### config.mk
export PLATFORM = sky130hd
export DESIGN_NAME = sine_dds_reader
export DESIGN_NICKNAME = d
export VERILOG_FILES = /design/src/rtl/sine_dds_reader.sv
export SDC_FILE = /design/constraint.sdc
export NUM_CORES = 1
export LEC_CHECK = 0
export BUFFER_PORTS_ARGS = -buffer_cell sky130_fd_sc_hd__clkbuf_2
export CAP_MARGIN = 30
export CORE_ASPECT_RATIO = 0.75
export CORE_MARGIN = 2
export CORE_UTILIZATION = 30
export DETAILED_ROUTE_END_ITERATION = 10
export PLACE_DENSITY = 0.48
export SYNTH_ARGS = -nofsm -noshare
export SYNTH_HDL_FRONTEND = slang
export SYNTH_SLANG_ARGS = --single-unit
### constraint.sdc
create_clock -name clk -period 3.6 [get_ports clk]
set_input_delay 0.72 -clock clk [delete_from_list [all_inputs] [get_ports clk]]
set_output_delay 0.72 -clock clk [all_outputs]
set_load 0.005 [all_outputs]
### src/rtl/sine_dds_reader.sv
// Full-wave sine DDS front end: phase accumulator, quarter-wave LUT addressing
// with mirroring, and sign/peak reconstruction into a registered signed sample.
module sine_dds_reader #(
  parameter int PHASE_W = 32
) (
  input  logic               clk,
  input  logic               rst,
  input  logic               en,
  input  logic [PHASE_W-1:0] phase_inc,
  input  logic               phase_load,
  input  logic [PHASE_W-1:0] phase_in,
  output logic [9:0]         lut_addr,
  input  logic [22:0]        lut_data,
  output logic [23:0]        sin_out,
  output logic               out_valid
);

  logic [PHASE_W-1:0] phase_acc;
  logic [1:0]         quad;
  logic [9:0]         idx;
  logic               pk_c;
  logic               neg;
  logic               pk;
  logic               v1;
  logic [22:0]        mag;

  assign quad = phase_acc[PHASE_W-1 -: 2];
  assign idx  = phase_acc[PHASE_W-3 -: 10];

  // Odd quadrants run the table backwards; i=0 there is the pi/2 peak,
  // which lies one entry past the end of the quarter-wave table.
  always_comb begin
    pk_c     = 1'b0;
    lut_addr = idx;
    if (quad[0]) begin
      pk_c     = (idx == 10'd0);
      lut_addr = pk_c ? 10'd0 : (10'd0 - idx);
    end
  end

  always_ff @(posedge clk or posedge rst) begin
    if (rst) begin
      phase_acc <= '0;
      neg       <= 1'b0;
      pk        <= 1'b0;
      v1        <= 1'b0;
    end else if (phase_load) begin
      phase_acc <= phase_in;
      v1        <= 1'b0;
    end else if (en) begin
      neg       <= quad[1];
      pk        <= pk_c;
      v1        <= 1'b1;
      phase_acc <= phase_acc + phase_inc;
    end else begin
      v1        <= 1'b0;
    end
  end

  assign mag = pk ? 23'h7FFFFF : lut_data;

  always_ff @(posedge clk or posedge rst) begin
    if (rst) begin
      sin_out   <= 24'h000000;
      out_valid <= 1'b0;
    end else begin
      out_valid <= v1;
      if (v1) sin_out <= neg ? (24'd0 - {1'b0, mag}) : {1'b0, mag};
    end
  end

endmodule

==> impl_metrics.yaml <==
clock_tree:
  cts_resized: 0
  cts.sinks: 60
  h-tree-depth: 3
  post-cts-setup-buffers: 0
  hold_buffers: 0
  cts_tree: "built"
  cts_buffers: 9
  insertion_delay_ns: 0.34
  clockRootBuffer: "clkbuf_16"
  clk_pin_slew_ns: 0.06
  clk_path_buf_depth: 2
layout:
  fin_nets: 854
  drive_gt1_share_pct: 22.89
  n_antenna_cell: 0
  nFillCells: 1713
  stdcell_area_um2: 6073
  final_cells: 944
  area.growth.synth_to_final_pct: 23.48
critical_path:
  crit_start: "phase_inc[0]"
  cp.arrival_ns: 3.42
  slowest_delay_ns: 0.42
  path_max_fanout: 2
  critical-path-slowest-cell: "fa_1"
  end_kind: "register"
  rrSetupSlack_ns: 0.48
  crit_chain: "clkbuf_2 -> ha_1 -> fa_1 -> a21oi_1 -> o21ai_0 -> a21o_1 -> a31oi_1 -> buf_4 -> a2bb2oi_1 -> o21ai_0 -> a21oi_1 -> nor4b_1 -> or3_1"
  required_ns: 3.82
  critPathLaunchType: "primary input"
  r2r-start: "phase_acc[0]"
  critPathKind: "in2reg"
synth:
  yosys-top-cells-area: "dfrtp_1 31%, ha_1 8.4%, a21oi_1 6.6%, o21ai_0 6.2%, nand2_1 4.7%"
  ys_seq_area_share_pct: 30.53
  ys_seq_elements: 60
  async_flop_share_pct: 100.0
  synthFlopType: "dfrtp_1"
  synth_edf_count: 0
  synthTopCellsByCount: "65 x a21oi_1, 62 x nand2_1, 61 x o21ai_0, 60 x dfrtp_1, 55 x nor2_1"
  synth_top_cell_area_share_pct: 30.53
  netlist_area_um2: 4918
  yosys_warnings: 0
  yosysMostFrequentCell: "a21oi_1"
  synth_area_per_cell_um2: 8.076
  synthDistinctLibCells: 58
  syn_nets: 734
  syn-instance-count: 609
  synth_top_area_cell: "dfrtp_1"
global_route:
  grt_usage_pct: 17.33
  antenna_found_initial: 0
  grt_pass1_vias: 4629
  grt_pass1_wl_um: 24120
  overflow: 0
  grt_max_degree: 53
sta:
  skew_ns: 0.005936
  fin_ws_ns: 0.3968
  hold_viol: 0
  rsz0062_at_grt: "no"
  min_period_over_period_pct: 88.98
  setup-tns-final_ns: 0
  fin_crit_ns: 3.203
  relSlewSlack_pct: 51.55
  slew_viol_final: 0
  setup_viol: 0
  worst_pin_slew_ns: 0.7211
  fmax_ghz: 0.3122
worst_hold_path:
  hp-class: "in2async"
power:
  pwr_density_cell_nw_per_um2: 504.4
  p_leak_nw: 2.871
  ir_worst_vdd_v: 0.0002094
  total_power_mw: 3.063
detailed_routing:
  vias: 4863
  vias_per_cell: 5.151
  drt_wl_total_um: 14870
  wl_per_cell_um: 15.75
  dr.first_iter.drc_count: 259
  drt_pre_antenna_iters: 5
  drc: 0
  ant_nets: 0
placed_design:
  portBuffers: 125
  routabilityCongestion: 0.8275
  dpl_cell_area_um2: 5781
  dp_slack_ns: 0.05572
  post-dp-hpwl_um: 11250
  placed_cells: 928
floorplan:
  placementRows: 40
  die_x_um: 151.9
  start_util_pct: 30.71
  core_area_um2: 16020
  boundaryPins: 126
  die_h_um: 114.9
  die_area_um2: 17450
job:
  maxCapViolCount: 0
status:
  status: "finished clean"
[cell type report]
type,instances,area [um^2],share of cell area [%]
Multi-Input combinational cell,495,3214,52.93
Sequential cell,60,1501,24.72
Tap cell,210,262.8,4.326
Inverter,29,108.9,1.792
Clock buffer,9,225.2,3.708
Clock inverter,7,67.56,1.112
Timing Repair Buffer,134,693.2,11.41
[kinds of logic (layout without fill, tap and decap cells)]
| logic type | Yosys count | after routing | share of synthesized area, % |
|---|---|---|---|
| flip-flops | 60 | 60 | 30.53 |
| AND/OR/NAND/NOR | 198 | 198 | 19.72 |
| multiplexers | 24 | 24 | 5.088 |
| XOR/XNOR | 38 | 38 | 6.767 |
| AO/OA/AOI/OAI | 201 | 201 | 24.98 |
| adder cells (fa/ha/maj) | 34 | 34 | 8.802 |
| buffers and inverters | 54 | 179 | 4.121 |
[stage by stage]
stage	utilization [%]	hold slack (ns)
4_1_cts	37.92	0.3190
6_report	37.92	0.3128
2_1_floorplan	-	0.3519
3_5_place_dp	36.09	0.4985
3_3_place_gp	36.09	0.4914
5_1_grt	37.92	0.3468
[worst paths after layout]
path	endpoint	cells after the start
min reg2reg	sin_out[15]	1
max	phase_acc[18]	13
min	sin_out[23]	2
min in group clk	sin_out[15]	1
max in group asynchronous	phase_acc[12]	3
max reg2reg	phase_acc[18]	12
[state kept, by name, indices dropped and copies added, names as in the netlist]
signal / count
phase_acc: 32
sin_out: 24
neg: 1
out_valid: 1
pk: 1
v1: 1
[layer usage]
layer  vias to the layer above  part of all wire, %  GRT usage [%]
met2                       125                   41          25.32
met4                         0                  1.3          5.047
met3                        15                  4.8          3.920
li1                       2441                    -              -
met5                         -                    0              0
met1                      2282                   53          25.51
[power breakdown]
group | total (mW) | switching (mW) | internal, mW | leakage, nW
Sequential | 0.929 | 0.119 | 0.810 | 0.716
Combinational | 1.26 | 0.688 | 0.569 | 2.02
Clock | 0.877 | 0.346 | 0.532 | 0.137
Total | 3.06 | 1.15 | 1.91 | 2.87
[cells in the final DEF (no fill, tap or decap), drive strengths merged, types with 7 or more instances in the layout]
master / n
a211oi: 11
a21o: 15
a21oi: 65
a31oi: 7
buf: 9
clkbuf: 134
dfrtp: 60
ha: 33
inv: 28
mux2: 8
mux2i: 16
nand2: 63
nand2b: 7
nand3: 7
nor2: 56
nor2b: 9
nor3: 12
nor3b: 9
o21ai: 64
o221ai: 10
o31ai: 7
or3: 9
xnor2: 19
xor2: 19
[worst max-delay path, delay by kind of cell]
family / cells / cell delay, ns
and+or+nand+nor: 2 / 0.44
adders and majority gates: 2 / 0.63
AOI/OAI and AO/OA: 7 / 1.37
buffers and inverters: 2 / 0.25
Power figures use the tool's default switching activity.
